===== config.mk =====
export PLATFORM = sky130hd
export DESIGN_NAME = completion_arbiter_flat
export DESIGN_NICKNAME = d
export VERILOG_FILES = /design/src/rtl/completion_arbiter_if.sv /design/src/rtl/completion_arbiter.sv /design/src/flat_wrapper.sv
export SDC_FILE = /design/constraint.sdc
export NUM_CORES = 1
export LEC_CHECK = 0
export ABC_AREA = 1
export CORE_ASPECT_RATIO = 1.25
export CORE_MARGIN = 2
export CORE_UTILIZATION = 45
export CTS_CLUSTER_SIZE = 12
export DETAILED_ROUTE_END_ITERATION = 12
export PLACE_DENSITY_LB_ADDON = 0.3
export SYNTH_ARGS = -nofsm -noshare
export SYNTH_HDL_FRONTEND = slang
export SYNTH_SLANG_ARGS = --single-unit

===== constraint.sdc =====
create_clock -name clk -period 4 [get_ports clk]
set_clock_uncertainty 0.2 [all_clocks]
set_input_delay 0.4 -clock clk [delete_from_list [all_inputs] [get_ports clk]]
set_output_delay 0.4 -clock clk [all_outputs]
set_load 0.02 [all_outputs]

===== src/rtl/completion_arbiter_if.sv =====
// Completion-path bundle between the FU wrappers / ROB and the completion arbiter.
interface completion_arbiter_if #(
  parameter int INST_ID_BITS = 6,
  parameter int FU_COUNT     = 4,
  parameter int NUM_PORTS    = 2
);
  logic [FU_COUNT-1:0]                       fu_done_valid;
  logic [FU_COUNT-1:0][INST_ID_BITS-1:0]     fu_done_inst_id;
  logic [FU_COUNT-1:0]                       fu_stall;
  logic                                      rob_ready;
  logic [NUM_PORTS-1:0]                      rob_done_valid;
  logic [NUM_PORTS-1:0][INST_ID_BITS-1:0]    rob_done_inst_id;
  logic                                      overflow_err;

  // Environment side: FUs present completions, ROB accepts them.
  modport master (
    output fu_done_valid, fu_done_inst_id, rob_ready,
    input  fu_stall, rob_done_valid, rob_done_inst_id, overflow_err
  );

  // Arbiter side.
  modport slave (
    input  fu_done_valid, fu_done_inst_id, rob_ready,
    output fu_stall, rob_done_valid, rob_done_inst_id, overflow_err
  );
endinterface


===== src/rtl/completion_arbiter.sv =====
// Completion arbiter: per-FU completion FIFOs drained round-robin into
// NUM_PORTS registered ROB completion ports, with FU back-pressure.
module completion_arbiter #(
  parameter int INST_ID_BITS = 6,
  parameter int FU_COUNT     = 4,
  parameter int NUM_PORTS    = 2,
  parameter int FIFO_DEPTH   = 2
) (
  input logic clk,
  input logic rst,
  completion_arbiter_if.slave bus
);
  localparam int PTR_W = (FIFO_DEPTH > 1) ? $clog2(FIFO_DEPTH) : 1;
  localparam int CNT_W = $clog2(FIFO_DEPTH + 1);
  localparam int FU_W  = $clog2(FU_COUNT);
  localparam int GC_W  = $clog2(NUM_PORTS + 1);

  localparam logic [CNT_W-1:0] DEPTH_C   = CNT_W'(FIFO_DEPTH);
  localparam logic [CNT_W-1:0] STALL_C   = CNT_W'(FIFO_DEPTH - 1);
  localparam logic [PTR_W-1:0] PTR_LAST  = PTR_W'(FIFO_DEPTH - 1);
  localparam logic [FU_W:0]    FU_CNT_C  = (FU_W+1)'(FU_COUNT);
  localparam logic [FU_W-1:0]  FU_LAST   = FU_W'(FU_COUNT - 1);
  localparam logic [GC_W-1:0]  PORTS_C   = GC_W'(NUM_PORTS);

  logic [FU_COUNT-1:0]     grant;
  logic [FU_COUNT-1:0]     drop;
  logic [CNT_W-1:0]        count_vec [FU_COUNT];
  logic [INST_ID_BITS-1:0] head_data [FU_COUNT];

  logic [GC_W-1:0]         grant_cnt;
  logic [FU_W-1:0]         last_grant;
  logic [FU_W-1:0]         port_src [NUM_PORTS];
  logic [FU_W:0]           idx_sum;

  logic [FU_W-1:0]                     rr_ptr_reg;
  logic [NUM_PORTS-1:0]                valid_reg;
  logic [NUM_PORTS-1:0][INST_ID_BITS-1:0] id_reg;
  logic                                overflow_reg;

  // ---------------------------------------------------------------------
  // Per-FU circular completion FIFOs
  // ---------------------------------------------------------------------
  genvar gi;
  generate
    for (gi = 0; gi < FU_COUNT; gi++) begin : g_fifo
      logic [INST_ID_BITS-1:0] mem_reg [FIFO_DEPTH];
      logic [PTR_W-1:0]        head_reg;
      logic [PTR_W-1:0]        tail_reg;
      logic [CNT_W-1:0]        count_reg;
      logic                    push;
      logic                    pop;

      // A full FIFO still accepts a push when it is popped the same cycle.
      assign pop  = grant[gi];
      assign push = bus.fu_done_valid[gi] && ((count_reg != DEPTH_C) || pop);

      assign drop[gi]      = bus.fu_done_valid[gi] && (count_reg == DEPTH_C) && !pop;
      assign count_vec[gi] = count_reg;
      assign head_data[gi] = mem_reg[head_reg];
      assign bus.fu_stall[gi] = (count_reg >= STALL_C);

      // Storage writes; contents need no reset because count gates every read.
      always_ff @(posedge clk) begin
        if (push) begin
          mem_reg[tail_reg] <= bus.fu_done_inst_id[gi];
        end
      end

      // Head/tail/count bookkeeping with modulo-depth wrap.
      always_ff @(posedge clk) begin
        if (rst) begin
          head_reg  <= '0;
          tail_reg  <= '0;
          count_reg <= '0;
        end else begin
          if (push) begin
            tail_reg <= (tail_reg == PTR_LAST) ? '0 : tail_reg + 1'b1;
          end
          if (pop) begin
            head_reg <= (head_reg == PTR_LAST) ? '0 : head_reg + 1'b1;
          end
          if (push && !pop) begin
            count_reg <= count_reg + 1'b1;
          end else if (pop && !push) begin
            count_reg <= count_reg - 1'b1;
          end
        end
      end
    end
  endgenerate

  // ---------------------------------------------------------------------
  // Round-robin scan from rr_ptr granting the first NUM_PORTS non-empty FIFOs
  // ---------------------------------------------------------------------
  always_comb begin
    grant      = '0;
    grant_cnt  = '0;
    last_grant = rr_ptr_reg;
    idx_sum    = '0;
    for (int p = 0; p < NUM_PORTS; p++) begin
      port_src[p] = '0;
    end
    if (bus.rob_ready) begin
      for (int k = 0; k < FU_COUNT; k++) begin
        idx_sum = {1'b0, rr_ptr_reg} + (FU_W+1)'(k);
        if (idx_sum >= FU_CNT_C) begin
          idx_sum = idx_sum - FU_CNT_C;
        end
        if ((count_vec[idx_sum[FU_W-1:0]] != '0) && (grant_cnt < PORTS_C)) begin
          grant[idx_sum[FU_W-1:0]] = 1'b1;
          port_src[grant_cnt[$clog2(NUM_PORTS > 1 ? NUM_PORTS : 2)-1:0]] = idx_sum[FU_W-1:0];
          last_grant = idx_sum[FU_W-1:0];
          grant_cnt  = grant_cnt + 1'b1;
        end
      end
    end
  end

  // ---------------------------------------------------------------------
  // Registered ROB ports, round-robin pointer and sticky overflow flag
  // ---------------------------------------------------------------------
  always_ff @(posedge clk) begin
    if (rst) begin
      valid_reg    <= '0;
      id_reg       <= '0;
      rr_ptr_reg   <= '0;
      overflow_reg <= 1'b0;
    end else begin
      if (|drop) begin
        overflow_reg <= 1'b1;
      end
      if (bus.rob_ready) begin
        for (int p = 0; p < NUM_PORTS; p++) begin
          if (GC_W'(p) < grant_cnt) begin
            valid_reg[p] <= 1'b1;
            id_reg[p]    <= head_data[port_src[p]];
          end else begin
            valid_reg[p] <= 1'b0;
            id_reg[p]    <= '0;
          end
        end
        if (grant_cnt != '0) begin
          rr_ptr_reg <= (last_grant == FU_LAST) ? '0 : last_grant + 1'b1;
        end
      end
    end
  end

  assign bus.rob_done_valid   = valid_reg;
  assign bus.rob_done_inst_id = id_reg;
  assign bus.overflow_err     = overflow_reg;

endmodule


===== src/flat_wrapper.sv =====
// flat-port wrapper written by rule: the top's interface ports become plain ports
module completion_arbiter_flat 
#(
  parameter int INST_ID_BITS = 6,
  parameter int FU_COUNT     = 4,
  parameter int NUM_PORTS    = 2,
  parameter int FIFO_DEPTH   = 2
)
  (clk, rst, bus_fu_done_valid, bus_fu_done_inst_id, bus_rob_ready, bus_fu_stall, bus_rob_done_valid, bus_rob_done_inst_id, bus_overflow_err);
  completion_arbiter_if #(.INST_ID_BITS(INST_ID_BITS), .FU_COUNT(FU_COUNT), .NUM_PORTS(NUM_PORTS)) bus_i ();
  input logic clk;
  input logic rst;
  input wire logic [$bits(bus_i.fu_done_valid)-1:0] bus_fu_done_valid;
  input wire logic [$bits(bus_i.fu_done_inst_id)-1:0] bus_fu_done_inst_id;
  input wire logic [$bits(bus_i.rob_ready)-1:0] bus_rob_ready;
  output wire logic [$bits(bus_i.fu_stall)-1:0] bus_fu_stall;
  output wire logic [$bits(bus_i.rob_done_valid)-1:0] bus_rob_done_valid;
  output wire logic [$bits(bus_i.rob_done_inst_id)-1:0] bus_rob_done_inst_id;
  output wire logic [$bits(bus_i.overflow_err)-1:0] bus_overflow_err;
  assign bus_i.fu_done_valid = bus_fu_done_valid;
  assign bus_i.fu_done_inst_id = bus_fu_done_inst_id;
  assign bus_i.rob_ready = bus_rob_ready;
  assign bus_fu_stall = bus_i.fu_stall;
  assign bus_rob_done_valid = bus_i.rob_done_valid;
  assign bus_rob_done_inst_id = bus_i.rob_done_inst_id;
  assign bus_overflow_err = bus_i.overflow_err;
  completion_arbiter #(.INST_ID_BITS(INST_ID_BITS), .FU_COUNT(FU_COUNT), .NUM_PORTS(NUM_PORTS), .FIFO_DEPTH(FIFO_DEPTH)) u_core (.clk(clk), .rst(rst), .bus(bus_i));
endmodule

==> results of run 1 <==
[cells by family (layout without fill, tap and decap cells)]
group | count (synthesis) | after routing | share of synthesized area (%)
multiplexers | 24 | 24 | 5.83
flip-flops | 85 | 85 | 48.0
AND/OR/NAND/NOR | 198 | 198 | 21.8
buffers and inverters | 73 | 131 | 7.56
AO/OA/AOI/OAI | 71 | 71 | 8.33
XOR/XNOR | 10 | 10 | 1.92
adder cells (fa/ha/maj) | 24 | 24 | 6.60
[cell usage after synthesis (4+ instances only)]
cell type / n
sky130_fd_sc_hd__nand2_1: 81
sky130_fd_sc_hd__edfxtp_1: 48
sky130_fd_sc_hd__inv_1: 45
sky130_fd_sc_hd__nand3_1: 45
sky130_fd_sc_hd__dfxtp_1: 37
sky130_fd_sc_hd__a21oi_1: 34
sky130_fd_sc_hd__nand4_1: 25
sky130_fd_sc_hd__ha_1: 24
sky130_fd_sc_hd__o21ai_0: 23
sky130_fd_sc_hd__mux2_2: 20
sky130_fd_sc_hd__nor2_1: 20
sky130_fd_sc_hd__nand2_2: 14
sky130_fd_sc_hd__o21ai_1: 8
sky130_fd_sc_hd__nand3_2: 7
sky130_fd_sc_hd__buf_6: 6
sky130_fd_sc_hd__clkbuf_1: 6
sky130_fd_sc_hd__xor2_1: 6
sky130_fd_sc_hd__buf_1: 5
sky130_fd_sc_hd__inv_2: 5
sky130_fd_sc_hd__mux2i_1: 4
sky130_fd_sc_hd__xnor2_1: 4
[final cells by class]
| type | count | area [sq um] | share of cell area, % |
|---|---|---|---|
| Multi-Input combinational cell | 327 | 2020 | 36.8 |
| Clock buffer | 10 | 229 | 4.17 |
| Tap cell | 129 | 161 | 2.94 |
| Clock inverter | 6 | 93.8 | 1.71 |
| Inverter | 53 | 215 | 3.92 |
| Sequential cell | 85 | 2180 | 39.7 |
| Timing Repair Buffer | 62 | 588 | 10.7 |
[metrics by stage]
stage	hold WS (ps)	utilization (%)	cell area, sq um	setup WS [ps]
CTS	265	55.2	5490	470
finish	263	55.2	5490	484
global route	290	55.2	5490	124
detailed placement	256	52.0	5170	488
global placement	253	52.0	5170	565
floorplan	248	-	4550	796
[how the worst min path moves through the flow]
stage,from,to,slack (ps),cells after the start
floorplan,u_core.g_fifo[3].head_reg,register,250,2
global placement,u_core.bus.rob_done_inst_id[7],u_core.bus.rob_done_inst_id[7],250,2
detailed placement,u_core.bus.rob_done_inst_id[11],u_core.bus.rob_done_inst_id[11],260,2
CTS,u_core.bus.rob_done_inst_id[11],u_core.bus.rob_done_inst_id[11],270,2
global route,u_core.bus.rob_done_inst_id[3],u_core.bus.rob_done_inst_id[3],290,2
finish,u_core.bus.rob_done_inst_id[11],u_core.bus.rob_done_inst_id[11],260,2
[worst min-delay path, stage by stage (launching register included)]
cell,delay [ps]
sky130_fd_sc_hd__dfxtp_1,310
sky130_fd_sc_hd__nand2_1,60
sky130_fd_sc_hd__a21oi_1,50
[routing by layer]
metal / global-route usage (%) / vias up / wire length [microns] / share of wire [%]
met5: 0 / - / 0 / 0
met4: 9.76 / 0 / 335 / 3.1
met3: 4.00 / 26 / 505 / 4.7
met2: 35.6 / 123 / 5550 / 51
met1: 24.5 / 1641 / 4430 / 41
li1: - / 1769 / - / -
==> tab_implementation.tex, run 1 <==
\begin{tabular}{lr}
\hline
Metric & Value \\
\hline
\multicolumn{2}{l}{\textbf{Outcome}} \\
Outcome & finished clean \\
\multicolumn{2}{l}{\textbf{Placed design}} \\
RD Place Congestion & between 0.8 and 0.9 \\
Buffers on Ports & a little under 50 \\
HPWL Detailed & just over 8000 microns \\
Inst Count DP & about 660 \\
\multicolumn{2}{l}{\textbf{Detailed routing}} \\
Average wire per cell in the routed design & roughly 16 microns \\
Number of nets still failing antenna checks after routing & 0 \\
Initial DRT Pass Iterations & 7 \\
\# DRC & 0 \\
Via count & 3559 \\
Total routed wirelength & $\sim$11000 microns \\
Via density & about 5.3 \\
Initial DRC count & around 220 \\
\multicolumn{2}{l}{\textbf{Floorplanning}} \\
Die span in y & roughly 120 microns \\
Die extent in x & 93.9 microns \\
Starting density of the core & a little under half \\
Total core area & around 10000 sq um \\
Total Die Area & roughly 11000 sq um \\
Number of standard-cell rows in the floorplan & just over 40 \\
Ports placed on the boundary & 50 \\
\multicolumn{2}{l}{\textbf{Setup path}} \\
Top cell family by delay on the critical path & simple AND/OR/NAND/NOR gates \\
Worst R2R Setup Slack & a little under 500 ps \\
CP Data Required Time & approximately 3800 ps \\
Logic depth of the worst path, buffers included & 13 \\
Cell repeated most along the worst path & sky130\_fd\_sc\_hd\_\_nand2\_1 \\
Longest individual stage delay on the worst path & around 400 ps \\
Reg2reg path depth & 13 \\
Crit Reg-Reg Endpoint & u\_core.g\_fifo[0].mem\_reg[0][3] \\
Startpoint of the worst setup timing path & u\_core.rr\_ptr\_reg[1] \\
Maximum fanout along the worst path & 12 \\
Critical register-to-register path startpoint & u\_core.rr\_ptr\_reg[1] \\
Worst setup SP type & register \\
Type of element capturing the critical path & register \\
Arrival time worst endpoint & between 3000 and 4000 ps \\
Critical Setup Path Class & reg -> reg \\
Highest-delay cell along the critical path & sky130\_fd\_sc\_hd\_\_nor2\_1 \\
Worst setup endpoint & u\_core.g\_fifo[0].mem\_reg[0][3] \\
Critical path buffers and inverters & 2 \\
Worst path cell trace & bufinv\_8, ha\_1, nand3\_1, nand2\_1, ha\_1, inv\_1, nand4\_1, nand3\_2, o21ai\_0, nand2\_2, nand2\_1, nand2\_1, nor2\_1 \\
\multicolumn{2}{l}{\textbf{Clock tree}} \\
Total CTS buffers & 9 \\
H-tree levels & 3 \\
Clk root buf & sky130\_fd\_sc\_hd\_\_clkbuf\_16 \\
Clock tree from TritonCTS & built \\
Number of buffers between clock root and the deepest sink & 2 \\
Hold Buf Count CTS & 0 \\
Count of buffers added by post-CTS timing repair for setup & 0 \\
Total clock sinks & 85 \\
Gates resized, CTS repair & 0 \\
Clock transition at the register clock pins on the worst setup and hold paths after CTS & around 60 ps \\
Clock insertion delay at the later pin of the skew report & about 340 ps \\
\multicolumn{2}{l}{\textbf{Synthesis}} \\
Synthesis Warnings & 0 \\
Share of flip-flops with an asynchronous set or reset after synthesis & 0\% \\
Post-synthesis area per instance & between 9 and 10 sq um \\
Number of distinct library cells after synthesis & 34 \\
Instance count of the mapped netlist & 485 \\
Post-synthesis register bit count & 85 \\
Register area share after synthesis & a little under half \\
Total nets after synthesis & between 500 and 600 \\
Largest area contributor in the netlist & sky130\_fd\_sc\_hd\_\_edfxtp\_1 \\
Synth area leaders & sky130\_fd\_sc\_hd\_\_edfxtp\_1 32\%, sky130\_fd\_sc\_hd\_\_dfxtp\_1 16\%, sky130\_fd\_sc\_hd\_\_nand2\_1 6.7\%, sky130\_fd\_sc\_hd\_\_ha\_1 6.6\%, sky130\_fd\_sc\_hd\_\_mux2\_2 4.9\% \\
Post-synth EDFFs & 48 \\
Share of the synthesized area in the top cell type & between 30\% and 40\% \\
Cell area after technology mapping & about 4600 sq um \\
Predominant post-synthesis flop cell & sky130\_fd\_sc\_hd\_\_edfxtp\_1 \\
\multicolumn{2}{l}{\textbf{Timing}} \\
Min cycle time layout & $\sim$3500 ps \\
Final-report hold violation count & 0 \\
Aggregate negative setup slack & 0 ps \\
Tcrit/Tclk final & around 88\% \\
Maximum clock rate & around 0.28 GHz \\
Slew Viols, Final & 0 \\
Max\_slew headroom & 59.1\% \\
Final setup violating endpoints & 0 \\
Worst Max-Slew Pin Slew & about 600 ps \\
RSZ-0062 raised after global routing & no \\
\multicolumn{2}{l}{\textbf{Global route}} \\
Aggregate global routing overflow & 0 \\
Global-route wire length before repair & 16900 microns \\
Vias in the first global route & between 3000 and 4000 \\
Antenna violations before repair & 0 \\
Largest net degree at the start of global routing & 36 \\
Overall fraction of global-route tracks in use & between 20\% and 30\% \\
\multicolumn{2}{l}{\textbf{Layout}} \\
Diodes inserted & 0 \\
Finished Layout Cells & about 670 \\
Area growth from synthesis to layout & 20.7\% \\
Number of inserted filler cells in the final layout & roughly 900 \\
Leading cell type in the layout, fill and taps excluded & sky130\_fd\_sc\_hd\_\_nand2\_1 \\
Total number of nets in the final design & slightly below 600 \\
Layout cell share with drive strength beyond 1 & between 15 and 20\% \\
Top library cells by usage in the layout, fill and taps aside & 81 x sky130\_fd\_sc\_hd\_\_nand2\_1, 49 x sky130\_fd\_sc\_hd\_\_clkdlybuf4s50\_1, 48 x sky130\_fd\_sc\_hd\_\_edfxtp\_1, 45 x sky130\_fd\_sc\_hd\_\_nand3\_1, 45 x sky130\_fd\_sc\_hd\_\_inv\_1 \\
Largest register FFs & 48 \\
\multicolumn{2}{l}{\textbf{Hold path}} \\
HP Class & reg -> reg \\
\multicolumn{2}{l}{\textbf{Job}} \\
Max-capacitance violation count & 0 \\
\hline
\end{tabular}
Power of run 1 is left out: the tool's default activity adds up to more than one toggle a clock period on the data nets, which glitch-free logic cannot reach.
==> run 2: changes to the inputs <==
--- a/config.mk
+++ b/config.mk
@@ -8,7 +8,7 @@
 export ABC_AREA = 1
 export CORE_ASPECT_RATIO = 1.25
 export CORE_MARGIN = 2
-export CORE_UTILIZATION = 45
+export CORE_UTILIZATION = 57
 export CTS_CLUSTER_SIZE = 12
 export DETAILED_ROUTE_END_ITERATION = 12
 export PLACE_DENSITY_LB_ADDON = 0.3
==> tab_implementation.tex, run 2 (synthesized netlist as in run 1, its figures left out) <==
\begin{tabular}{lr}
\hline
Metric & Value \\
\hline
\multicolumn{2}{l}{\textbf{Outcome}} \\
Outcome & finished clean \\
\multicolumn{2}{l}{\textbf{Timing}} \\
Maximum clock rate & between 0.2 and 0.3 GHz \\
Slew Viols, Final & 0 \\
Worst Max-Slew Pin Slew & $\sim$670 ps \\
Aggregate negative setup slack & 0 ps \\
Final setup violating endpoints & 0 \\
Max\_slew headroom & 55.6\% \\
Tcrit/Tclk final & a little over 90\% \\
Final-report hold violation count & 0 \\
RSZ-0062 raised after global routing & no \\
Final worst-path setup slack & approximately 300 ps \\
Min cycle time layout & around 3700 ps \\
\multicolumn{2}{l}{\textbf{Clock tree}} \\
Total CTS buffers & 9 \\
Total clock sinks & between 80 and 90 \\
Count of buffers added by post-CTS timing repair for setup & 0 \\
Number of buffers between clock root and the deepest sink & 2 \\
Clock tree from TritonCTS & built \\
H-tree levels & 3 \\
Clock transition at the register clock pins on the worst setup and hold paths after CTS & 80 ps \\
Clock insertion delay at the later pin of the skew report & around 370 ps \\
Clk root buf & sky130\_fd\_sc\_hd\_\_clkbuf\_8 \\
\multicolumn{2}{l}{\textbf{Setup path}} \\
Type of element capturing the critical path & register \\
Worst setup SP type & register \\
Maximum fanout along the worst path & 12 \\
Cell repeated most along the worst path & sky130\_fd\_sc\_hd\_\_nand2\_1 \\
CP Data Required Time & $\sim$3800 ps \\
Longest individual stage delay on the worst path & between 400 and 500 ps \\
Reg2reg path depth & 15 \\
Worst path cell trace & bufinv\_8, ha\_1, inv\_1, nand2\_1, nand2\_1, inv\_2, ha\_1, inv\_1, nand4\_1, nand3\_2, o21ai\_0, nand2\_2, nand2\_1, nand2\_1, nor2\_1 \\
Highest-delay cell along the critical path & sky130\_fd\_sc\_hd\_\_nor2\_1 \\
Critical Setup Path Class & reg -> reg \\
Arrival time worst endpoint & about 3500 ps \\
\multicolumn{2}{l}{\textbf{Floorplanning}} \\
Starting density of the core & roughly three fifths \\
Ports placed on the boundary & 50 \\
Total Die Area & 8720 sq um \\
Die span in y & 104 microns \\
Total core area & a little under 8000 sq um \\
Die extent in x & approximately 84 microns \\
Number of standard-cell rows in the floorplan & 36 \\
\multicolumn{2}{l}{\textbf{Detailed routing}} \\
Average wire per cell in the routed design & between 15 and 20 microns \\
Via density & a little under 6 \\
Initial DRT Pass Iterations & 11 \\
Via count & $\sim$3600 \\
Total routed wirelength & $\sim$11000 microns \\
Initial DRC count & between 300 and 400 \\
Number of nets still failing antenna checks after routing & 0 \\
\# DRC & 0 \\
\multicolumn{2}{l}{\textbf{Global route}} \\
Aggregate global routing overflow & 0 \\
Largest net degree at the start of global routing & 36 \\
Antenna violations before repair & 0 \\
Vias in the first global route & around 3500 \\
Overall fraction of global-route tracks in use & between 20\% and 30\% \\
Global-route wire length before repair & 17100 microns \\
\multicolumn{2}{l}{\textbf{Layout}} \\
Total number of nets in the final design & approximately 600 \\
Area growth from synthesis to layout & 15.6\% \\
Leading cell type in the layout, fill and taps excluded & sky130\_fd\_sc\_hd\_\_nand2\_1 \\
Top library cells by usage in the layout, fill and taps aside & 81 x sky130\_fd\_sc\_hd\_\_nand2\_1, 49 x sky130\_fd\_sc\_hd\_\_clkdlybuf4s50\_1, 48 x sky130\_fd\_sc\_hd\_\_edfxtp\_1, 45 x sky130\_fd\_sc\_hd\_\_nand3\_1, 45 x sky130\_fd\_sc\_hd\_\_inv\_1 \\
Largest register FFs & 48 \\
Diodes inserted & 0 \\
Layout cell share with drive strength beyond 1 & roughly 15\% \\
Number of inserted filler cells in the final layout & between 600 and 700 \\
\multicolumn{2}{l}{\textbf{Placed design}} \\
HPWL Detailed & 7970 microns \\
RD Place Congestion & around 0.90 \\
Worst slack at placement & approximately 230 ps \\
Buffers on Ports & between 40 and 50 \\
\multicolumn{2}{l}{\textbf{Hold path}} \\
HP Class & reg -> reg \\
Hold path cells & 2 \\
\multicolumn{2}{l}{\textbf{Job}} \\
Max-capacitance violation count & 0 \\
\hline
\end{tabular}
[run 2: cell count changes in the layout (fill, tap and decap cells not counted), moves of 2 or more]
cell | previous run | this run
sky130_fd_sc_hd__clkbuf_16 | 9 | 0
sky130_fd_sc_hd__clkbuf_8 | 0 | 9
sky130_fd_sc_hd__buf_4 | 13 | 6
sky130_fd_sc_hd__nor2_1 | 20 | 17
sky130_fd_sc_hd__nor2_2 | 0 | 3
sky130_fd_sc_hd__bufinv_16 | 2 | 0
[run 2: metrics by stage]
stage / hold WS [ps] / utilization, % / cell area (sq um) / cells
5_1_grt: 297 / 67.5 / 5260 / 631
6_report: 268 / 67.5 / 5260 / 631
3_5_place_dp: 258 / 65.1 / 5080 / 615
4_1_cts: 271 / 67.4 / 5250 / 631
3_3_place_gp: 252 / 65.1 / 5080 / 615
2_1_floorplan: 248 / - / 4550 / 485
[run 2: final timing paths]
path	from	to	slack [ps]
worst max-delay path	u_core.rr_ptr_reg[1]	u_core.g_fifo[0].mem_reg[1][2]	300
worst min-delay path	u_core.bus.rob_done_valid[0]	u_core.bus.rob_done_valid[0]	270
worst max register to register	u_core.rr_ptr_reg[1]	u_core.g_fifo[0].mem_reg[1][2]	300
worst min register to register	u_core.bus.rob_done_valid[0]	u_core.bus.rob_done_valid[0]	270
[run 2: worst max-delay path, delay by kind of cell (launching register included)]
kind            cells  cell delay (ps)
fa+ha+maj           2              520
simple gates        8             1350
flops               1              420
buf+inv             4              520
compound gates      1              330
[run 2: per-layer routing]
layer | global-route usage [%] | vias to the layer above | share of wire, %
met5 | 0 | - | 0
met2 | 44.7 | 172 | 53
met3 | 5.95 | 27 | 6.5
met4 | 10.4 | 0 | 2.7
met1 | 28.7 | 1682 | 38
li1 | - | 1757 | -
[run 2: what timing repair did]
item / in CTS / in global routing
gates resized for setup: 0 / 4
setup endpoints to repair: 0 / 40
hold buffers: 0 / 0
[run 2: area by class of cell]
class / count / area (sq um) / share of cell area (%)
inverters: 53 / 215 / 4.09
clock inverters: 6 / 47.5 / 0.904
flip-flops and latches: 85 / 2180 / 41.5
well taps: 95 / 119 / 2.26
clock buffers: 10 / 128 / 2.43
repair buffers: 55 / 536 / 10.2
multi-input cells: 327 / 2030 / 38.6
Power of run 2 is left out for the same reason.
